### src/rtl/spi_sched_pkg.sv
// spi_sched_pkg: shared definitions for the SPI ROM read scheduler.
//   state_t    - scheduler FSM states
//   READ_CMD   - SPI flash READ opcode sent at the start of every transaction
//   GAP_CYCLES - chip-select-low cycles enforced after every transaction
package spi_sched_pkg;

  typedef enum logic [2:0] {
    IDLE,
    CMD,
    ADDR,
    DATA,
    GAP
  } state_t;

  localparam logic [7:0] READ_CMD = 8'h03;
  localparam int unsigned GAP_CYCLES = 2;

endpackage

### src/rtl/spi_shift.sv
// spi_shift: SPI mode-0 bit engine (clk/2 sclk, MOSI shift-out, MISO shift-in,
// bit counter) for the ROM read scheduler.
// Ports:
//   clk, rst_n   - system clock, synchronous active-low reset
//   start        - load command + address, begin at sclk low
//   stop         - end of transaction: sclk and mosi forced low
//   active       - serializer running (CMD/ADDR/DATA)
//   addr         - start address loaded on start
//   miso         - serial input from the memory
//   sclk, mosi   - registered SPI outputs
//   byte_end     - last cycle (sclk high, bit 7) of the current byte
//   sample_last  - the coming edge samples bit 0 of the current byte
//   rx_next      - received byte including the bit sampled on the coming edge
import spi_sched_pkg::*;

module spi_shift #(
  parameter int unsigned ADDR_W = 24
) (
  input  logic              clk,
  input  logic              rst_n,
  input  logic              start,
  input  logic              stop,
  input  logic              active,
  input  logic [ADDR_W-1:0] addr,
  input  logic              miso,
  output logic              sclk,
  output logic              mosi,
  output logic              byte_end,
  output logic              sample_last,
  output logic [7:0]        rx_next
);

  logic [ADDR_W+7:0] tx;
  logic [7:0]        rx;
  logic [2:0]        bit_cnt;

  always_comb begin
    rx_next     = {rx[6:0], miso};
    byte_end    = active && sclk && (bit_cnt == 3'd7);
    sample_last = active && !sclk && (bit_cnt == 3'd7);
  end

  // The command MSB goes straight onto mosi at start; the rest of the command
  // and the address queue up behind it in tx, shifted out on each falling sclk.
  always_ff @(posedge clk) begin
    if (!rst_n) begin
      sclk    <= 1'b0;
      mosi    <= 1'b0;
      tx      <= '0;
      rx      <= '0;
      bit_cnt <= '0;
    end else if (start) begin
      sclk    <= 1'b0;
      mosi    <= READ_CMD[7];
      tx      <= {READ_CMD[6:0], addr, 1'b0};
      rx      <= '0;
      bit_cnt <= '0;
    end else if (stop) begin
      sclk    <= 1'b0;
      mosi    <= 1'b0;
      bit_cnt <= '0;
    end else if (active) begin
      sclk <= ~sclk;
      if (!sclk) begin
        rx <= rx_next;
      end else begin
        mosi    <= tx[ADDR_W+7];
        tx      <= {tx[ADDR_W+6:0], 1'b0};
        bit_cnt <= bit_cnt + 3'd1;
      end
    end
  end

endmodule

### src/rtl/spi_rom_sched.sv
// spi_rom_sched: two-requester SPI flash read scheduler. Arbitrates between
// the video line fetch (req[0]) and an auxiliary requester (req[1]), issues
// READ (03h) + address, streams len bytes back, then enforces a CS-low gap.
// Optional build macro: SPI_SCHED_RR_EN selects round-robin arbitration;
// without it req[0] has fixed priority.
// Ports:
//   clk, rst_n          - system clock, synchronous active-low reset
//   req[1:0]            - read requests
//   addr0/addr1         - start address per requester
//   len0/len1           - byte count per requester (0 = 2^LEN_W)
//   gnt[1:0]            - one-cycle grant pulse
//   rd_valid/data/id    - received byte strobe, byte, owner
//   done/done_id        - one-cycle end-of-transaction pulse and owner
//   abort               - terminate the current transaction
//   spi_cs/sclk/mosi/miso - SPI bus (cs active high, mode 0)
import spi_sched_pkg::*;

module spi_rom_sched #(
  parameter int unsigned ADDR_W = 24,
  parameter int unsigned LEN_W  = 8
) (
  input  logic              clk,
  input  logic              rst_n,
  input  logic [1:0]        req,
  input  logic [ADDR_W-1:0] addr0,
  input  logic [ADDR_W-1:0] addr1,
  input  logic [LEN_W-1:0]  len0,
  input  logic [LEN_W-1:0]  len1,
  output logic [1:0]        gnt,
  output logic              rd_valid,
  output logic [7:0]        rd_data,
  output logic              rd_id,
  output logic              done,
  output logic              done_id,
  input  logic              abort,
  output logic              spi_cs,
  output logic              spi_sclk,
  output logic              spi_mosi,
  input  logic              spi_miso
);

  localparam int unsigned ADDR_BYTES = ADDR_W / 8;
  localparam int unsigned AC_W = (ADDR_BYTES > 1) ? $clog2(ADDR_BYTES) : 1;

  state_t            state;
  logic              id;
  logic [LEN_W-1:0]  len_q;
  logic [LEN_W-1:0]  data_cnt;
  logic [AC_W-1:0]   addr_cnt;
  logic [1:0]        gap_cnt;

  logic              grant;
  logic              win;
  logic [ADDR_W-1:0] sel_addr;
  logic              active;
  logic              last_byte;
  logic              finish;
  logic              stop;
  logic              byte_end;
  logic              sample_last;
  logic [7:0]        rx_next;

`ifdef SPI_SCHED_RR_EN
  // Requester preferred on contention: the one not granted last.
  logic              rr_ptr;
`endif

  always_comb begin
    grant = (state == IDLE) && (|req);
`ifdef SPI_SCHED_RR_EN
    win = (req == 2'b11) ? rr_ptr : ~req[0];
`else
    win = ~req[0];
`endif
    sel_addr  = win ? addr1 : addr0;
    active    = (state == CMD) || (state == ADDR) || (state == DATA);
    // len_q of 0 wraps len_q-1 to all ones, giving 2^LEN_W bytes.
    last_byte = (data_cnt == (len_q - LEN_W'(1)));
    finish    = (state == DATA) && byte_end && last_byte;
    stop      = active && (abort || finish);
  end

  spi_shift #(
    .ADDR_W(ADDR_W)
  ) u_shift (
    .clk        (clk),
    .rst_n      (rst_n),
    .start      (grant),
    .stop       (stop),
    .active     (active),
    .addr       (sel_addr),
    .miso       (spi_miso),
    .sclk       (spi_sclk),
    .mosi       (spi_mosi),
    .byte_end   (byte_end),
    .sample_last(sample_last),
    .rx_next    (rx_next)
  );

  always_ff @(posedge clk) begin
    if (!rst_n) begin
      state    <= IDLE;
      id       <= 1'b0;
      len_q    <= '0;
      data_cnt <= '0;
      addr_cnt <= '0;
      gap_cnt  <= '0;
      spi_cs   <= 1'b0;
      gnt      <= '0;
      rd_valid <= 1'b0;
      rd_data  <= '0;
      rd_id    <= 1'b0;
      done     <= 1'b0;
      done_id  <= 1'b0;
`ifdef SPI_SCHED_RR_EN
      rr_ptr   <= 1'b0;
`endif
    end else begin
      gnt      <= '0;
      rd_valid <= 1'b0;
      done     <= 1'b0;
      case (state)
        IDLE: begin
          if (grant) begin
            id       <= win;
            len_q    <= win ? len1 : len0;
            gnt      <= win ? 2'b10 : 2'b01;
            spi_cs   <= 1'b1;
            addr_cnt <= '0;
            data_cnt <= '0;
            state    <= CMD;
`ifdef SPI_SCHED_RR_EN
            rr_ptr   <= ~win;
`endif
          end
        end
        CMD, ADDR, DATA: begin
          if (abort || finish) begin
            spi_cs  <= 1'b0;
            done    <= 1'b1;
            done_id <= id;
            gap_cnt <= '0;
            state   <= GAP;
          end else begin
            case (state)
              CMD: begin
                if (byte_end) state <= ADDR;
              end
              ADDR: begin
                if (byte_end) begin
                  if (addr_cnt == AC_W'(ADDR_BYTES - 1)) state <= DATA;
                  else addr_cnt <= addr_cnt + AC_W'(1);
                end
              end
              default: begin
                if (sample_last) begin
                  rd_valid <= 1'b1;
                  rd_data  <= rx_next;
                  rd_id    <= id;
                end
                if (byte_end) data_cnt <= data_cnt + LEN_W'(1);
              end
            endcase
          end
        end
        GAP: begin
          if (gap_cnt == 2'(GAP_CYCLES - 1)) state <= IDLE;
          else gap_cnt <= gap_cnt + 2'd1;
        end
        default: state <= IDLE;
      endcase
    end
  end

endmodule

### config.mk
export PLATFORM = sky130hd
export DESIGN_NAME = spi_rom_sched
export DESIGN_NICKNAME = d
export VERILOG_FILES = /design/src/rtl/spi_sched_pkg.sv /design/src/rtl/spi_shift.sv /design/src/rtl/spi_rom_sched.sv
export SDC_FILE = /design/constraint.sdc
export NUM_CORES = 1
export LEC_CHECK = 0
export CORE_ASPECT_RATIO = 0.7
export CORE_MARGIN = 10
export CORE_UTILIZATION = 50
export DETAILED_ROUTE_END_ITERATION = 10
export PLACE_DENSITY = 0.79
export SYNTH_ARGS = -nofsm -noshare
export SYNTH_HDL_FRONTEND = slang
export SYNTH_SLANG_ARGS = --single-unit
### constraint.sdc
create_clock -name clk -period 3.15 [get_ports clk]
set_clock_uncertainty 0.1 [all_clocks]
set_input_delay 0.945 -clock clk [delete_from_list [all_inputs] [get_ports clk]]
set_output_delay 0.945 -clock clk [all_outputs]
set_load 0.05 [all_outputs]
# After elaboration in Yosys (flattened, before gate mapping)
# Cells that the tools add are included.
# W data, S select, Z words.
[op_classes]
n_addsub = 5
n_eq_ne = 22
mux = 34
bitwise_logic = 7
n_reduce_logical = 37
[ops]
columns = ["cell", "n"]
rows = [
  ["$mux W27", 4],
  ["$mux W8", 5],
  ["$mux W24", 1],
  ["$ne A2 B2 Y1 const B", 10],
  ["$mux W3", 6],
  ["$reduce_and A3 Y1", 6],
  ["$mux W2", 8],
  ["$ne A4 B4 Y1 const B", 4],
  ["$pmux W8 S2", 1],
  ["$reduce_and A6 Y1", 2],
  ["$pmux W3 S3", 1],
  ["$add A8 B1 Y8 const B", 1],
  ["$eq A8 B8 Y1", 1],
  ["$logic_and A1 B1 Y1", 8],
  ["$pmux W2 S2", 2],
  ["$reduce_and A2 Y1", 4],
  ["$reduce_bool A2 Y1", 4],
  ["$sub A8 B1 Y8 const B", 1],
  ["$not A1 Y1", 7],
  ["$eq A3 B2 Y1 const B", 2],
  ["$eq A3 B3 Y1 const B", 2],
  ["$pmux W3 S2", 1],
  ["$reduce_or A2 Y1", 3],
  ["$reduce_or A3 Y1", 2],
  ["13 further kinds", 19],
]
[totals]
regBits = 82
in_bits = 70
out_inout_bits = 17
word_cells = 124

# Logic depth before layout (Yosys ltp)
# Gate-level depths: netlist (run 1).
[depth]
word_depth = 11
depth_mapped = 11
depth_no_buf = 9

# By module
# Synthesis (run 1) repeated with hierarchy kept, for this count alone.
[unflattened]
hier_cells = 454
hier_area_um2 = 3970.1
[by_module_without_submodules]
columns = ["module", "instances", "cells_each", "area_per_inst_um2", "seq_area_each_um2"]
rows = [
  ["spi_rom_sched", 1, 244, 2204.6, 780.7],
  ["spi_shift", 1, 210, 1765.4, 860.8],
]

# Least setup slack after synthesis (run 1)
# No wires, ideal clock.
[synth_timing]
path_kind = "input-to-reg"
start = "in req[0]"
end = "reg u_shift.bit_cnt[0]"
arrival_ps = 2280
required_time_ps = 2922
slack_ps = 643
cell_stages = 7
cell_sequence = "clkbuf_1 o21ai_1 or2_1 clkbuf_1 nand2_1 clkbuf_1 nor2_1"
[synth_between]
elab_chain_len = 3
[synth_lines]
columns = ["element", "line_no", "text"]
rows = [
  ["from (decl)", "spi_rom_sched.sv:24", "input logic [1:0] req,"],
  ["$reduce_or A2 Y1", "spi_rom_sched.sv:69", "grant = (state == IDLE) && (|req);"],
  ["$logic_and A1 B1 Y1", "spi_rom_sched.sv:69", ""],
  ["$reduce_or A3 Y1 (no source line)", "-", ""],
  ["to (signal assigned)", "spi_shift.sv:69", "bit_cnt <= bit_cnt + 3'd1;"],
  ["to (decl)", "spi_shift.sv:35", "logic [2:0] bit_cnt;"],
]
# Every way passes these cells.
# A chain may end at the register's enable or synchronous reset.

# Worst setup path after layout (run 1)
[layout_timing]
start = "reg len_q[0]"
end = "reg u_shift.tx[19]"
[layout_between]
elab_chain_len = 7
[layout_lines]
columns = ["element", "line_no", "text"]
rows = [
  ["from (decl)", "spi_rom_sched.sv:47", "logic [LEN_W-1:0] len_q;"],
  ["from (signal assigned)", "spi_rom_sched.sv:126", "len_q <= win ? len1 : len0;"],
  ["$sub A8 B1 Y8", "spi_rom_sched.sv:78", "last_byte = (data_cnt == (len_q - LEN_W'(1)));"],
  ["$eq A8 B8 Y1", "spi_rom_sched.sv:78", ""],
  ["$logic_and A1 B1 Y1", "spi_rom_sched.sv:79", "finish = (state == DATA) && byte_end && last_byte;"],
  ["$logic_or A1 B1 Y1", "spi_rom_sched.sv:80", "stop = active && (abort || finish);"],
  ["$logic_and A1 B1 Y1", "spi_rom_sched.sv:80", ""],
  ["$ne A2 B2 Y1 (no source line)", "-", ""],
  ["$reduce_and A3 Y1 (no source line)", "-", ""],
  ["to (signal assigned)", "spi_shift.sv:55", "tx <= {READ_CMD[6:0], addr, 1'b0};"],
  ["to (signal assigned)", "spi_shift.sv:68", "tx <= {tx[ADDR_W+6:0], 1'b0};"],
  ["to (decl)", "spi_shift.sv:33", "logic [ADDR_W+7:0] tx;"],
]
# Every way passes these cells.

==> impl_metrics.csv, run 1 <==
group,metric,value,unit
global_routing,track_usage,0.1700,
routing,detail-route-antenna-nets,0,
die,dieHeight,94.79,µm
placed_design,place_area,4912,µm²
critical_path,critPathKind,"reg -> reg",
global_routing,overflow,0,
global_routing,grt_pass1_vias,3457,
finish,nets,613,
critical_path,critPathLaunchType,"flip-flop",
worst_hold_path,hold_depth,2,
clock_tree,cts_tree,"done",
logic_synthesis,yosys_most_used_dff,"dfxtp_1",
sta,slew_violations,0,
logic_synthesis,yosysWarnings,0,
routing,routed_wl,10240,µm
clock_tree,cts_resized,0,
die,core,7838,µm²
finish,antenna_cells,0,
critical_path,arrival,2.87,ns
sta,period_share,0.8627,
routing,vias,3521,
clock_tree,htreeDepth,3,
routing,drcViolationCount,0,
logic_synthesis,synth-seq-cells,82,
worst_hold_path,hold_class,"reg -> reg",
finish,layout-drive-gt1-share,0.1072,
die,die_w,126.8,µm
pwr,leakagePower,1.996,nW
pwr,ir_drop,0.2924,mV
die,rows,27,
clock_tree,clock-sinks,82,
finish,fillCellCount,633,
global_routing,grt_max_degree,52,
critical_path,end_kind,"flip-flop",
logic_synthesis,syn_avg_cell_area,8.666,µm²
sta,fmax,0.3680,GHz
global_routing,grt_pass1_wl,16820,µm
critical_path,r2r_cells,10,
finish,final_cell_area,5197,µm²
critical_path,required,3.30,ns
pwr,total_power,2.598,mW
clock_tree,cts_inserted_buffers,9,
sta,rsz0062_at_grt,"no",
sta,slew-limit-headroom,0.5987,
status,outcome,"finished clean",
logic_synthesis,synth-edff-count,0,
placed_design,io_buffers,86,
logic_synthesis,syn_inst,461,
clock_tree,clockBufferDepth,2,
logic_synthesis,synth_cell_types,46,
logic_synthesis,synthArstFlopShare,0,
finish,syn_to_final_growth,30.10,%
logic_synthesis,synth_nets,537,
finish,final_cells,642,
sta,setup_violations,0,
routing,viasPerCell,5.484,
sta,hold_slack,0.3523,ns
die,ios,87,
clock_tree,clkTransAtPathRegs,0.06,ns
sta,period_needed,2.718,ns
placed_design,place_congestion,0.9105,
clock_tree,clock_latency,0.34,ns
clock_tree,root_buffer,"clkbuf_16",
sta,setup_tns,0,ns
sta,worst_pin_slew,0.6002,ns
global_routing,antenna_found_initial,0,
routing,wl_per_cell,15.95,µm
die,die_area,12020,µm²
sta,hold_viol_final,0,
pwr,power_density,499.9,nW/µm²
clock_tree,ctsHoldBuffers,0,
die,start_util,0.5097,
critical_path,critPathMaxFanout,30,
logic_synthesis,syn_area,3995,µm²
placed_design,place_hpwl,7505,µm
job,cap_violations,0,
placed_design,placedCellCount,627,
routing,dr.pass1.iters,4,
clock_tree,post-cts-setup-buffers,0,
routing,drtIter0Drc,283,
logic_synthesis,synth_seq_area_share,0.4109,
report_power, final:
part           total, mW  switching (mW)  internal (mW)
logic              0.428           0.211          0.217
clock network       1.02           0.408          0.608
registers           1.15          0.0538           1.10
cell type report:
type / instances / area [µm²] / share of cell area
Clock buffer: 10 / 229.0 / 0.04405
Clock inverter: 5 / 56.30 / 0.01083
Inverter: 6 / 22.52 / 0.004333
Multi-Input combinational cell: 341 / 2176 / 0.4186
Sequential cell: 82 / 1642 / 0.3158
Tap cell: 101 / 126.4 / 0.02431
Timing Repair Buffer: 97 / 945.9 / 0.1820
path summary, 6_finish.rpt:
path	from	endpoint	slack, ns
worst max-delay path	len_q[0]	u_shift.tx[19]	0.43
worst min-delay path	u_shift.tx[30]	u_shift.tx[31]	0.35
worst max register to register	len_q[0]	u_shift.tx[19]	0.43
worst min register to register	u_shift.tx[30]	u_shift.tx[31]	0.35
cell families after synthesis:
kind of cell,synth area share
AO/OA/AOI/OAI,0.1663
XOR/XNOR,0.02600
adder cells (fa/ha/maj),0.01879
buffers and inverters,0.04447
flip-flops,0.4109
multiplexers,0.1199
AND/OR/NAND/NOR,0.2136
cells in the mapped netlist, types with 3 or more instances:
master     n  area [µm²]
a21oi_1   16       80.08
nor2_1    21       78.83
nand3_1   17       85.08
o211a_1    8       80.08
nand2_1   91       341.6
mux2_2    23       259.0
o21ai_0   35       175.2
clkbuf_1  23       86.33
nor2b_1   11       68.82
nor3_1     6       30.03
ha_1       6       75.07
or3_1      4       25.02
mux2i_1   22       220.2
dfxtp_1   82        1642
buf_2      4       20.02
a31oi_1   24       150.1
inv_1      6       22.52
xnor2_1    8       70.07
buf_6      4       45.04
and2_1     5       31.28
nand2b_1   4       25.02
and3_1     3       18.77
nand3b_1   4       30.03
o22ai_1    4       25.02
registers in the layout, indices dropped and copies added, names as in the netlist:
name / count
spi_cs: 1
data_cnt: 8
u_shift.mosi: 1
addr_cnt: 2
u_shift.tx: 31
u_shift.rx: 7
u_shift.bit_cnt: 3
state: 3
done_id: 1
gap_cnt: 2
rd_data: 8
rd_id: 1
done: 1
rd_valid: 1
len_q: 8
id: 1
u_shift.sclk: 1
gnt: 2
cell usage in the layout (no fill, tap or decap), types with 9 or more instances in the layout:
cell             count
nand2_1             91
clkdlybuf4s50_1     84
dfxtp_1             82
o21ai_0             35
a31oi_1             24
mux2_2              23
mux2i_1             22
nor2_1              21
nand3_1             17
a21oi_1             16
nor2b_1             11
buf_4               10
clkbuf_16            9
critical path, cell delays in order, from the launching register on:
cell	delay, ns
dfxtp_1	0.43
inv_1	0.07
ha_1	0.26
nor2b_1	0.15
or3_1	0.37
a31oi_2	0.23
a41oi_4	0.23
nand3_1	0.15
buf_4	0.30
nand2_1	0.12
a31oi_1	0.21
metal layers:
layer / track usage / part of all wire / vias up
met1: 0.2063 / 0.45 / 1624
met3: 0.06156 / 0.080 / 16
met2: 0.2749 / 0.45 / 111
met5: 0 / 0 / -
met4: 0.05860 / 0.014 / 0
li1: - / - / 1770
stage by stage:
step	util	setup WS, ns
floorplan	-	0.6427
global placement	0.6268	0.3255
detailed placement	0.6268	0.2669
CTS	0.6632	0.4430
global route	0.6632	0.2773
finish	0.6632	0.4324
No activity file was read; power rests on OpenSTA's default activity.
==> inputs of run 2 (changes only) <==
--- a/config.mk
+++ b/config.mk
@@ -7,9 +7,8 @@
 export LEC_CHECK = 0
 export CORE_ASPECT_RATIO = 0.7
 export CORE_MARGIN = 10
-export CORE_UTILIZATION = 50
+export CORE_UTILIZATION = 35
 export DETAILED_ROUTE_END_ITERATION = 10
-export PLACE_DENSITY = 0.79
 export SYNTH_ARGS = -nofsm -noshare
 export SYNTH_HDL_FRONTEND = slang
 export SYNTH_SLANG_ARGS = --single-unit
==> constraint.sdc (replaced) <==
create_clock -name clk -period 2.83 [get_ports clk]
set_clock_uncertainty 0.1 [all_clocks]
set_input_delay 0.849 -clock clk [delete_from_list [all_inputs] [get_ports clk]]
set_output_delay 0.849 -clock clk [all_outputs]
set_load 0.05 [all_outputs]
==> impl_metrics.csv, run 2 (synthesized netlist as in run 1, its figures left out) <==
group,metric,value,unit
die,die_area,16160,µm²
sta,fmax,0.3859,GHz
clock_tree,cts_tree,"done",
placed_design,io_buffers,86,
critical_path,arrival,1.64,ns
finish,layout-drive-gt1-share,0.1218,
critical_path,cp_top_family,"buffers and inverters",
die,start_util,0.3602,
pwr,leakagePower,2.051,nW
finish,nets,621,
global_routing,grt_pass1_wl,16740,µm
sta,setup_tns,0,ns
finish,largest_register_ffs,31,
sta,period_share,0.9156,
critical_path,crit_buf_inv,1,
finish,top_register,"u_shift.tx",
routing,routed_wl,10250,µm
worst_hold_path,hold_class,"reg -> reg",
critical_path,slowest_stage,"clkdlybuf4s50_1",
critical_path,required,1.88,ns
critical_path,critPathLaunchType,"flip-flop",
global_routing,grt_max_degree,36,
placed_design,place_hpwl,7613,µm
finish,syn_to_final_growth,33.67,%
critical_path,critPathKind,"reg -> out",
critical_path,end_kind,"output port",
die,ios,87,
finish,final_cell_mix,"91 x nand2_1, 84 x clkdlybuf4s50_1, 82 x dfxtp_1",
clock_tree,clock_latency,0.33,ns
clock_tree,clkTransAtPathRegs,0.06,ns
clock_tree,clockBufferDepth,2,
finish,finalCoreUtilization,0.4815,
die,core,11090,µm²
critical_path,crit_path_max_incr_delay,0.86,ns
critical_path,cp.depth,1,
clock_tree,root_buffer,"clkbuf_16",
routing,dr.pass1.iters,8,
status,outcome,"finished clean",
clock_tree,clock-sinks,82,
placed_design,place_congestion,0.8195,
die,dieHeight,109.4,µm
critical_path,r2r_cells,10,
sta,slew-limit-headroom,0.6203,
routing,vias,3531,
pwr,ir_drop,0.2796,mV
pwr,power_density,546.8,nW/µm²
sta,period_needed,2.591,ns
finish,antenna_cells,0,
clock_tree,cts_resized,0,
critical_path,critPathMaxFanout,8,
pwr,total_power,2.920,mW
global_routing,track_usage,0.1274,
routing,detail-route-antenna-nets,0,
job,cap_violations,0,
die,die_w,147.7,µm
routing,drtIter0Drc,192,
clock_tree,post-cts-setup-buffers,0,
clock_tree,htreeDepth,3,
clock_tree,ctsHoldBuffers,0,
finish,final_common_cell,"nand2_1",
critical_path,path_cells,"clkdlybuf4s50_1",
routing,drcViolationCount,0,
routing,viasPerCell,5.023,
sta,worst_pin_slew,0.5636,ns
sta,hold_slack,0.3555,ns
routing,wl_per_cell,14.57,µm
clock_tree,cts_inserted_buffers,9,
global_routing,antenna_found_initial,0,
sta,setup_violations,0,
global_routing,overflow,0,
sta,hold_viol_final,0,
die,rows,32,
sta,slew_violations,0,
global_routing,grt_pass1_vias,3280,
worst_hold_path,hold_depth,2,
sta,rsz0062_at_grt,"no",
-- run 2: changes by cell type in the layout (fill, tap and decap cells not counted) --
cell / delta
buf_4: +8
clkbuf_8: +5
bufinv_16: -1
clkinv_2: -1
clkinv_4: -1
clkinvlp_4: -1
-- run 2: where the power goes --
| part | internal, mW | switching (mW) | total, mW |
|---|---|---|---|
| clock network | 0.713 | 0.444 | 1.16 |
| registers | 1.22 | 0.0487 | 1.27 |
| logic | 0.248 | 0.241 | 0.489 |
| total | 2.19 | 0.734 | 2.92 |
-- run 2: worst paths after layout --
check | startpoint | to | slack [ns]
worst min register to register | u_shift.tx[29] | u_shift.tx[29] | 0.36
worst max register to register | len_q[1] | u_shift.mosi | 0.25
worst min-delay path | u_shift.tx[29] | u_shift.tx[29] | 0.36
worst max-delay path | u_shift.sclk | spi_sclk | 0.24
-- run 2: metrics by stage --
stage               area [µm²]  instances  setup WS, ns
finish                    5340        703        0.2390
CTS                       5340        703        0.2134
global placement          5037        687        0.1306
global route              5340        703       0.05190
floorplan                 3995        461        0.3752
detailed placement        5037        687       0.06813
-- run 2: routing by layer --
layer	wire [µm]	global-route usage	vias up
met4	59	0.03526	0
met3	784	0.04803	4
met5	0	0	-
li1	-	-	1788
met2	4270	0.1762	125
met1	5131	0.1797	1614
-- run 2: final cells by class --
class / count / area (µm²)
well taps: 153 / 191.4
flip-flops and latches: 82 / 1642
clock inverters: 1 / 5.005
fillers: 1075 / 5751
inverters: 6 / 22.52
clock buffers: 15 / 297.8
multi-input cells: 341 / 2176
repair buffers: 105 / 1006
